<file path="src/rtl/cam_pkg.sv">
// cam_pkg: shared defaults, command opcodes and controller states for the CAM command controller
package cam_pkg;
  localparam int WIDTH_DEF      = 32;
  localparam int ADDR_WIDTH_DEF = 5;
  typedef enum logic [1:0] {OP_READ, OP_WRITE, OP_SEARCH, OP_INSERT} cmd_op_e;
  typedef enum logic [2:0] {S_IDLE, S_ISSUE, S_WAIT, S_INSERT_WR, S_RESP} state_e;
endpackage

</file>
<file path="src/rtl/cam_free_finder.sv">
// cam_free_finder: lowest clear entry of the valid bitmap plus an all-full flag
//   bitmap_i   : one valid bit per CAM entry
//   free_idx_o : lowest index whose bit is clear (0 when full)
//   full_o     : every entry valid
module cam_free_finder #(
  parameter int ADDR_WIDTH = 5
) (
  input  logic [2**ADDR_WIDTH-1:0] bitmap_i,
  output logic [ADDR_WIDTH-1:0]    free_idx_o,
  output logic                     full_o
);
  always_comb begin
    free_idx_o = '0;
    for (int i = 2**ADDR_WIDTH-1; i >= 0; i--)
      if (!bitmap_i[i]) free_idx_o = ADDR_WIDTH'(i);
  end
  assign full_o = &bitmap_i;
endmodule

</file>
<file path="src/rtl/cam_cmd_ctrl.sv">
// cam_cmd_ctrl: sequences READ/WRITE/SEARCH/INSERT commands onto a CAM and returns one response each
//   clk_i, rst_i                 : clock, synchronous active-high reset
//   cmd_*                        : command handshake (accepted only in IDLE)
//   read/write/search_*_o        : single-cycle CAM strobes with index/data
//   read_*_i, search_*_i         : CAM results, sampled CAM_LATENCY cycles after the strobe
//   rsp_*                        : response, held until rsp_ready_i
module cam_cmd_ctrl
  import cam_pkg::*;
#(
  parameter int WIDTH       = WIDTH_DEF,
  parameter int ADDR_WIDTH  = ADDR_WIDTH_DEF,
  parameter int CAM_LATENCY = 1
) (
  input  logic                  clk_i,
  input  logic                  rst_i,
  input  logic                  cmd_valid_i,
  output logic                  cmd_ready_o,
  input  logic [1:0]            cmd_op_i,
  input  logic [ADDR_WIDTH-1:0] cmd_index_i,
  input  logic [WIDTH-1:0]      cmd_data_i,
  output logic                  read_enable_o,
  output logic                  write_enable_o,
  output logic                  search_enable_o,
  output logic [ADDR_WIDTH-1:0] read_index_o,
  output logic [ADDR_WIDTH-1:0] write_index_o,
  output logic [WIDTH-1:0]      write_data_o,
  output logic [WIDTH-1:0]      search_data_o,
  input  logic                  read_valid_i,
  input  logic                  search_valid_i,
  input  logic [WIDTH-1:0]      read_value_i,
  input  logic [ADDR_WIDTH-1:0] search_index_i,
  output logic                  rsp_valid_o,
  input  logic                  rsp_ready_i,
  output logic                  rsp_hit_o,
  output logic                  rsp_full_o,
  output logic [ADDR_WIDTH-1:0] rsp_index_o,
  output logic [WIDTH-1:0]      rsp_data_o
);
  localparam int N  = 2**ADDR_WIDTH;
  localparam int CW = $clog2(CAM_LATENCY + 1);
  state_e                state_q, state_d;
  cmd_op_e               op_q, op_d;
  logic [ADDR_WIDTH-1:0] index_q, index_d, rsp_index_q, rsp_index_d, free_idx;
  logic [WIDTH-1:0]      data_q, data_d, rsp_data_q, rsp_data_d;
  logic [CW-1:0]         cnt_q, cnt_d;
  logic [N-1:0]          bitmap_q, bitmap_d;
  logic                  rsp_hit_q, rsp_hit_d, rsp_full_q, rsp_full_d, full;
  cam_free_finder #(.ADDR_WIDTH(ADDR_WIDTH)) u_free (
    .bitmap_i   (bitmap_q),
    .free_idx_o (free_idx),
    .full_o     (full)
  );
  always_comb begin
    state_d     = state_q;
    op_d        = op_q;
    index_d     = index_q;
    data_d      = data_q;
    cnt_d       = cnt_q;
    bitmap_d    = bitmap_q;
    rsp_hit_d   = rsp_hit_q;
    rsp_full_d  = rsp_full_q;
    rsp_index_d = rsp_index_q;
    rsp_data_d  = rsp_data_q;
    case (state_q)
      S_IDLE: if (cmd_valid_i) begin
        state_d = S_ISSUE;
        op_d    = cmd_op_e'(cmd_op_i);
        index_d = cmd_index_i;
        data_d  = cmd_data_i;
      end
      S_ISSUE: begin
        // the strobe cycle counts as the first latency cycle
        cnt_d       = CW'(1);
        rsp_hit_d   = op_q == OP_WRITE;
        rsp_full_d  = 1'b0;
        rsp_index_d = op_q == OP_WRITE ? index_q : '0;
        rsp_data_d  = '0;
        state_d     = op_q == OP_WRITE ? S_RESP : S_WAIT;
        if (op_q == OP_WRITE) bitmap_d[index_q] = 1'b1;
      end
      S_WAIT: if (cnt_q != CW'(CAM_LATENCY)) cnt_d = cnt_q + CW'(1);
      else begin
        state_d = S_RESP;
        case (op_q)
          OP_READ: begin
            rsp_hit_d   = read_valid_i;
            rsp_data_d  = read_value_i;
            rsp_index_d = index_q;
          end
          OP_SEARCH: begin
            rsp_hit_d   = search_valid_i;
            rsp_index_d = search_valid_i ? search_index_i : '0;
          end
          default: begin
            rsp_hit_d   = search_valid_i;
            rsp_full_d  = !search_valid_i && full;
            rsp_index_d = search_valid_i ? search_index_i : full ? '0 : free_idx;
            state_d     = !search_valid_i && !full ? S_INSERT_WR : S_RESP;
          end
        endcase
      end
      S_INSERT_WR: begin
        bitmap_d[rsp_index_q] = 1'b1;
        state_d               = S_RESP;
      end
      S_RESP: if (rsp_ready_i) state_d = S_IDLE;
      default: state_d = S_IDLE;
    endcase
  end
  always_ff @(posedge clk_i) begin
    if (rst_i) begin
      state_q     <= S_IDLE;
      op_q        <= OP_READ;
      index_q     <= '0;
      data_q      <= '0;
      cnt_q       <= '0;
      bitmap_q    <= '0;
      rsp_hit_q   <= 1'b0;
      rsp_full_q  <= 1'b0;
      rsp_index_q <= '0;
      rsp_data_q  <= '0;
    end else begin
      state_q     <= state_d;
      op_q        <= op_d;
      index_q     <= index_d;
      data_q      <= data_d;
      cnt_q       <= cnt_d;
      bitmap_q    <= bitmap_d;
      rsp_hit_q   <= rsp_hit_d;
      rsp_full_q  <= rsp_full_d;
      rsp_index_q <= rsp_index_d;
      rsp_data_q  <= rsp_data_d;
    end
  end
  assign cmd_ready_o     = state_q == S_IDLE;
  assign read_enable_o   = state_q == S_ISSUE && op_q == OP_READ;
  assign write_enable_o  = (state_q == S_ISSUE && op_q == OP_WRITE) || state_q == S_INSERT_WR;
  assign search_enable_o = state_q == S_ISSUE && (op_q == OP_SEARCH || op_q == OP_INSERT);
  assign read_index_o    = read_enable_o ? index_q : '0;
  // an allocating write targets the index already latched for the response
  assign write_index_o   = state_q == S_INSERT_WR ? rsp_index_q : write_enable_o ? index_q : '0;
  assign write_data_o    = write_enable_o ? data_q : '0;
  assign search_data_o   = search_enable_o ? data_q : '0;
  assign rsp_valid_o     = state_q == S_RESP;
  assign rsp_hit_o       = rsp_hit_q;
  assign rsp_full_o      = rsp_full_q;
  assign rsp_index_o     = rsp_index_q;
  assign rsp_data_o      = rsp_data_q;
endmodule

</file>
<file path="config.mk">
export PLATFORM = sky130hd
export DESIGN_NAME = cam_cmd_ctrl
export DESIGN_NICKNAME = d
export VERILOG_FILES = /design/src/rtl/cam_pkg.sv /design/src/rtl/cam_free_finder.sv /design/src/rtl/cam_cmd_ctrl.sv
export SDC_FILE = /design/constraint.sdc
export NUM_CORES = 1
export LEC_CHECK = 0
export ABC_AREA = 0
export CORE_MARGIN = 2
export CORE_UTILIZATION = 48
export DETAILED_ROUTE_END_ITERATION = 7
export GPL_TIMING_DRIVEN = 0
export PLACE_DENSITY = 0.85
export SYNTH_ARGS = -nofsm -noshare
export SYNTH_HDL_FRONTEND = slang
export SYNTH_SLANG_ARGS = --single-unit
</file>
<file path="constraint.sdc">
create_clock -name clk_i -period 3.79 [get_ports clk_i]
set_input_delay 0.379 -clock clk_i [delete_from_list [all_inputs] [get_ports clk_i]]
set_output_delay 0.379 -clock clk_i [all_outputs]
set_load 0.02 [all_outputs]
</file>
# After elaboration in Yosys (flattened, before gate mapping)
# Cells that the tools add are included.
# totals
word_cells,121
inputBits,82
reg_bits,114
# classes
bitwise_logic,2
n_mux,68
magnitude_cmp,4
addsub,1
n_eq_ne,13
n_reduce_logical,23
# ops
op,n
$mux 5,40
$mux 32,5
$pmux 32 s2,2
$or 32x32->32,2
$reduce_and 32->1,1
$pmux 5 s2,2
$mux 3,6
$pmux 3 s5,1
$lt 5x6->1 const B,2
$demux 1 s5,2
$ge 5x1->1 const B,2
$ne 2x2->1 const B,5
$reduce_and 3->1,3
$logic_and 1x1->1,7
$mux 1,7
$eq 3x2->1 const B,2
$pmux 1 s2,3
$reduce_and 2->1,3
$eq 2x2->1 const B,2
$reduce_bool 2->1,2
$eq 3x1->1 const B,1
$eq 3x3->1 const B,1
$logic_not 3->1,1
$eq 2x1->1 const B,1
6 further kinds,8

# Depth between registers and ports, before layout
# Gate-level depths: netlist of run 1.
# logic_depth
depth_word,37
depth_mapped,8

# Hierarchy
# Synthesis of run 1 repeated with hierarchy kept, for this count alone.
# hier_totals
hier_cells,743
area_unflattened_um2,5803.1
# by_module_without_submodules
mod,area_per_inst_um2,cells_per_inst,n_inst
cam_cmd_ctrl,5429.0,676,1
cam_free_finder,374.1,67,1

# Least setup slack after synthesis of run 1
# Ideal clock, no wire load.
# synth_timing
kind,flip-flop to output port
startpoint,register state_q[1]
endpoint,output read_index_o[2]
required_ps,3411
slack_ps,1692
arrival_time_ps,1719
path_buffers,2
stages_incl_launch_ff,6
path_cell_list,dfxtp_1 -> buf_4 -> or3b_2 -> clkbuf_1 -> nor2_1 -> and2_1
# synth_via
elab_chain_cells,3
# synth_lines
element,line,rtl
start: declaration,cam_cmd_ctrl.sv:41,"state_e state_q, state_d;"
start signal: assignment,cam_cmd_ctrl.sv:123,state_q <= state_d;
$eq 3x1->1,cam_cmd_ctrl.sv:136,assign read_enable_o = state_q == S_ISSUE && op_q == OP_READ;
$logic_and 1x1->1,cam_cmd_ctrl.sv:136,
net read_enable_o,cam_cmd_ctrl.sv:21,"output logic read_enable_o,"
$mux 5,cam_cmd_ctrl.sv:139,assign read_index_o = read_enable_o ? index_q : '0;
end: declaration,cam_cmd_ctrl.sv:24,"output logic [ADDR_WIDTH-1:0] read_index_o,"
# The timed path passes the listed nets, and every way through them passes these cells.

# Worst setup path after layout of run 1
# layout_timing
startpoint,register op_q[1]
endpoint,output write_data_o[19]
# layout_via
elab_chain_cells,4
# layout_lines
element,line,rtl
start: declaration,cam_cmd_ctrl.sv:42,"cmd_op_e op_q, op_d;"
start signal: assignment,cam_cmd_ctrl.sv:124,op_q <= op_d;
$eq 2x1->1,cam_cmd_ctrl.sv:137,assign write_enable_o = (state_q == S_ISSUE && op_q == OP_WRITE) || state_q == S_INSERT_WR;
$logic_and 1x1->1,cam_cmd_ctrl.sv:137,
$logic_or 1x1->1,cam_cmd_ctrl.sv:137,
$mux 32,cam_cmd_ctrl.sv:142,assign write_data_o = write_enable_o ? data_q : '0;
end: declaration,cam_cmd_ctrl.sv:26,"output logic [WIDTH-1:0] write_data_o,"
# No other way between the ends.

==> qor.yml, run 1 <==
run_status:
  status: "complete, no violations"
worst_setup_path:
  worst-path-max-fanout: 10
  path_buf_inv: 4
  crit_required_ps: 3410
  crit_arrival_ps: 3180
  crit_family: "buffers and inverters"
  worstSetupPathType: "reg2out"
  r2r_setup_slack_ps: 1490
  cp_slowest_cell: "clkdlybuf4s50_1"
  worstSetupStartpoint: "op_q[1]"
  reg2reg_from: "op_q[1]"
  cpMostUsedCell: "clkbuf_1"
  path_cells: "clkbuf_1, nor2b_1, nor2_1, nor3b_1, clkbuf_1, clkbuf_1, and2_1, clkdlybuf4s50_1"
  start_kind: "register"
  critPathMaxStageDelay_ps: 630
  crit_path_end_kind: "output port"
die:
  coreArea_um2: 11000
  dieHeight_um: 111
  num_rows: 38
  die_w_um: 111
  start_util_pct: 49.8
  die_area_um2: 12300
  ios: 200
final_layout:
  fin_nets: 1019
  drive_above_1_share_pct: 6.11
  fillers: 849
  final_common_cell: "clkdlybuf4s50_1"
  antennaDiodeCount: 0
  area_delta_synth_final_pct: 49.5
  final_cell_mix: "198 x clkdlybuf4s50_1, 114 x dfxtp_1, 99 x nand2_1"
  register_area_um2: 2280
  multi_input_area_um2: 2890
global_routing:
  grt_pass1_wl_um: 31500
  antenna_found_initial: 0
  grt_util_all_layers_pct: 32.2
  grt.overflow.total: 0
  grt_start_max_net_pins: 17
  grt_pass1_vias: 6155
hold_path:
  hp-start: "data_q[3]"
  hold_class: "reg2reg"
routing:
  ant_nets: 0
  drtIter0Drc: 652
  drt_first_pass_iters: 6
  drc: 0
  dr_total_vias: 6364
  viasPerCell: 5.84
  post_drt_wl_per_cell_um: 18.8
  route.final.wire_length_um: 20500
clock_network:
  cts_setup_buffers: 0
  cts_resized: 0
  cts_buffers: 17
  worstSkewPairLatency_ps: 420
  cts-htree-levels: 4
  cts.sinks: 114
  root_buffer: "clkbuf_16"
  cts_hold_buf: 0
  cts.path.max_buffers: 2
  clkTransAtPathRegs_ps: 50
  tritoncts: "yes"
pwr:
  power_mw: 3.64
  pwr-share-seq_pct: 36.5
  power.share.switching_pct: 31.7
  p_sw_mw: 1.16
  vdd_drop_max_mv: 0.414
  power_frac_comb_pct: 22.6
  p_int_mw: 2.49
  p_per_area_nw_per_um2: 446
  clkPwrFrac_pct: 40.9
  p_leak_nw: 2.96
synthesis:
  yosys.area.top_type: "dfxtp_1"
  syn_nets: 802
  ys_ff_latch: 114
  synth.top_cell.area_share_pct: 41.7
  synth_cells: 720
  ys_seq_area_share_pct: 41.7
  ys_async_sr_fraction_pct: 0
  synthFlopType: "dfxtp_1"
  yosys_warnings: 0
  yosysUniqueCellTypes: 53
  netlist_area_um2: 5470
  synth-edff-count: 0
  synthTopCellsByArea: "dfxtp_1 42%, a21oi_1 7.9%, nand2_1 6.8%, nor2_1 5.8%, a22oi_1 4.5%"
  avgSynthCellArea_um2: 7.59
placement:
  finalWeightedCongestion: 0.945
  dp_hpwl_um: 15000
  dp_slack_ps: 729
  port_buffers: 198
timing:
  finalSetupViolCount: 0
  fin_skew_ps: 7.00
  layout_setup_ws_ps: 235
  drv_slew: 0
  rsz0062_at_grt: "no"
  relSlewSlack_pct: 45.2
  timing.final.crit_share_pct: 93.8
  fin_setup_tns_ps: 0
  post-route-min-period_ps: 3560
  max_freq_mhz: 281
  tightest_slew_ps: 815
  hold_violations: 0
  holdWs_ps: 459
run:
  cap_violations: 0
==> worst register-to-register path, cell delays in order (launching register included) <==
cell,delay (ps)
dfxtp_1,300
clkbuf_1,330
or2_2,180
buf_1,320
o21ai_0,160
o21ai_1,300
clkbuf_1,400
a22oi_1,140
nor2_1,120
==> final timing paths <==
kind	endpoint	cells after the start
setup / recovery	write_data_o[19]	8
hold / removal	data_q[3]	2
setup reg to reg	rsp_data_o[30]	8
hold reg to reg	data_q[3]	2
==> cell families (layout without fill, tap and decap cells) <==
kind of cell    Yosys count  after routing  share of synthesized area [%]
simple gates            336            336                           30.4
compound gates          197            197                           22.1
flops                   114            114                           41.7
buf+inv                  71            301                           5.40
xor+xnor                  1              1                          0.160
mux                       1              1                          0.206
==> through the flow <==
stage	instance area, µm²	instances	utilization, %
2_1_floorplan	5470	720	-
3_3_place_gp	7620	1058	69.4
3_5_place_dp	7620	1058	69.4
4_1_cts	8170	1090	74.4
5_1_grt	8170	1090	74.4
6_report	8170	1090	74.4
==> sequential cells by signal, summed over array words and instances (netlist names) <==
name,count
index_q,5
bitmap_q,32
cnt_q,1
op_q,2
rsp_data_o,32
rsp_index_o,5
data_q,32
rsp_hit_o,1
rsp_full_o,1
state_q,3
==> synth_stat cells (8+ instances only) <==
library cell	number
dfxtp_1	114
nand2_1	99
a21oi_1	86
nor2_1	85
clkbuf_1	43
and2_1	37
and3_1	35
a22oi_1	33
o22ai_1	32
nand3_1	18
nand4_1	15
buf_2	12
o21ai_0	12
inv_1	10
nand3b_1	9
nor3_1	8
==> area by class of cell <==
type                       instances  share of cell area [%]
inverter                          10                   0.459
clock buffer                      20                    5.34
multi-input combinational        535                    35.4
buffer                            61                    3.15
clock inverter                    12                    1.35
timing repair buffer             198                    24.3
tap                              140                    2.14
sequential                       114                    27.9
==> power groups by stage <==
stage | Clock [mW] | Sequential [mW] | Combinational (mW)
after floorplan | 0 | 1.36 | 0.462
after global routing | 1.54 | 1.34 | 0.892
after global placement | 0 | 1.35 | 0.786
final | 1.49 | 1.33 | 0.824
after CTS | 1.50 | 1.33 | 0.810
after detailed placement | 0 | 1.35 | 0.804
==> layer usage <==
layer / vias up / global-route usage [%] / wire (µm)
met5: - / 0 / 0
li1: 2986 / - / -
met1: 3007 / 40.1 / 8500
met4: 0 / 12.6 / 597
met2: 324 / 52.0 / 9480
met3: 47 / 10.3 / 1890
No activity file was read; power rests on OpenSTA's default activity.
==> run 2, diff against run 1 <==
CTS_CLUSTER_DIAMETER = 60   (was unset)
MAX_ROUTING_LAYER = met4   (was unset)
==> run 2 against run 1 <==
  * Sequential cell count did not move
  * Utilization rose by 0.41 points
  * Routed wire length rose by 0.47%
  * First-iteration DRC count fell by 2.1%
  * Critical path type unchanged
==> qor.yml, run 2 (synthesized netlist as in run 1, its figures left out) <==
pwr:
  pwr-share-seq_pct: 35.2
  power_frac_comb_pct: 21.8
  power.share.switching_pct: 29.9
  power_mw: 3.77
  vdd_drop_max_mv: 0.358
  p_per_area_nw_per_um2: 459
  clkPwrFrac_pct: 42.9
  p_leak_nw: 2.98
  p_sw_mw: 1.13
  p_int_mw: 2.64
worst_setup_path:
  crit_arrival_ps: 3160
  worst-path-max-fanout: 10
  critPathMaxStageDelay_ps: 610
  worstSetupPathType: "reg2out"
  cp_slowest_cell: "clkdlybuf4s50_1"
  r2r_cells: 8
  crit_required_ps: 3410
  start_kind: "register"
  crit_path_end_kind: "output port"
  path_cells: "buf_2, nor2b_1, nor2_1, nor3b_1, clkbuf_1, clkbuf_1, and2_1, clkdlybuf4s50_1"
  cpMostUsedCell: "clkbuf_1"
final_layout:
  antennaDiodeCount: 0
  area_delta_synth_final_pct: 50.3
  fillers: 854
  drive_above_1_share_pct: 6.12
  final_common_cell: "clkdlybuf4s50_1"
  design_area_um2: 8220
  fin_nets: 1019
  final_cell_mix: "198 x clkdlybuf4s50_1, 114 x dfxtp_1, 99 x nand2_1"
clock_network:
  cts-htree-levels: 4
  cts.sinks: 114
  cts_buffers: 17
  cts.path.max_buffers: 2
  tritoncts: "yes"
  cts_resized: 0
  root_buffer: "clkbuf_16"
  clkTransAtPathRegs_ps: 50
  cts_hold_buf: 0
  cts_setup_buffers: 0
  worstSkewPairLatency_ps: 420
die:
  coreArea_um2: 11000
  start_util_pct: 49.8
  die_area_um2: 12300
  ios: 200
  num_rows: 38
  dieHeight_um: 111
  die_w_um: 111
placement:
  finalWeightedCongestion: 0.964
  dp_hpwl_um: 15000
  placed_area_um2: 7620
  port_buffers: 198
hold_path:
  holdPathStages: 2
  hold_class: "reg2reg"
routing:
  viasPerCell: 5.85
  drc: 0
  route.final.wire_length_um: 20600
  drt_first_pass_iters: 7
  dr_total_vias: 6368
  drtIter0Drc: 638
  ant_nets: 0
  post_drt_wl_per_cell_um: 18.9
timing:
  fin_setup_tns_ps: 0
  max_freq_mhz: 282
  fin_skew_ps: 7.43
  finalSetupViolCount: 0
  timing.final.crit_share_pct: 93.5
  post-route-min-period_ps: 3540
  hold_violations: 0
  rsz0062_at_grt: "no"
  tightest_slew_ps: 847
  relSlewSlack_pct: 43.0
  drv_slew: 0
  holdWs_ps: 461
run_status:
  status: "complete, no violations"
global_routing:
  grt_util_all_layers_pct: 33.8
  grt_pass1_wl_um: 31900
  grt_pass1_vias: 6239
  antenna_found_initial: 0
  grt.overflow.total: 0
  grt_start_max_net_pins: 17
run:
  cap_violations: 0
==> run 2: changes by cell type in the layout (fill, tap and decap cells not counted), sizes merged <==
| cell | previous run | this run |
|---|---|---|
| bufinv | 1 | 3 |
| inv | 12 | 10 |
| clkinv | 5 | 3 |
==> run 2: power by group through the flow <==
stage,Sequential (mW),Combinational (mW),Clock [mW]
6_report,1.33,0.822,1.62
3_3_place_gp,1.35,0.784,0
5_1_grt,1.34,0.892,1.68
2_1_floorplan,1.36,0.462,0
4_1_cts,1.33,0.811,1.62
3_5_place_dp,1.35,0.803,0
==> run 2: final timing paths <==
kind	endpoint	slack [ps]	startpoint
hold reg to reg	data_q[24]	460	data_q[24]
setup reg to reg	rsp_data_o[23]	1490	op_q[1]
hold / removal	data_q[24]	460	data_q[24]
setup / recovery	write_data_o[22]	250	op_q[0]
==> run 2: layer usage <==
layer  wire length (µm)  GRT usage (%)  vias up
met2               9690           52.7      339
met4                641           13.9        0
met1               8430           41.0     2976
met3               1800           9.90       70
met5                  0              -        -
li1                   -              -     2983
==> run 2: cell type report <==
class	count	area (µm²)	share of cell area [%]
plain buffers	61	258	3.14
multi-input cells	535	2890	35.2
well taps	140	175	2.13
repair buffers	198	1980	24.1
clock inverters	10	135	1.64
flip-flops and latches	114	2280	27.8
clock buffers	20	457	5.56
inverters	10	37.5	0.457
==> run 2: per-stage QoR <==
step | std cells | worst slack, ps | utilization (%)
2_1_floorplan | 720 | 1690 | -
3_3_place_gp | 1058 | 695 | 69.4
3_5_place_dp | 1058 | 676 | 69.4
4_1_cts | 1088 | 229 | 74.8
5_1_grt | 1088 | 24.6 | 74.8
6_report | 1088 | 246 | 74.8
==> run 2: worst max-delay path: cells and delay by family, from the launching register on <==
kind	cells	cell delay, ps
buf+inv	4	1620
simple gates	4	800
flops	1	310
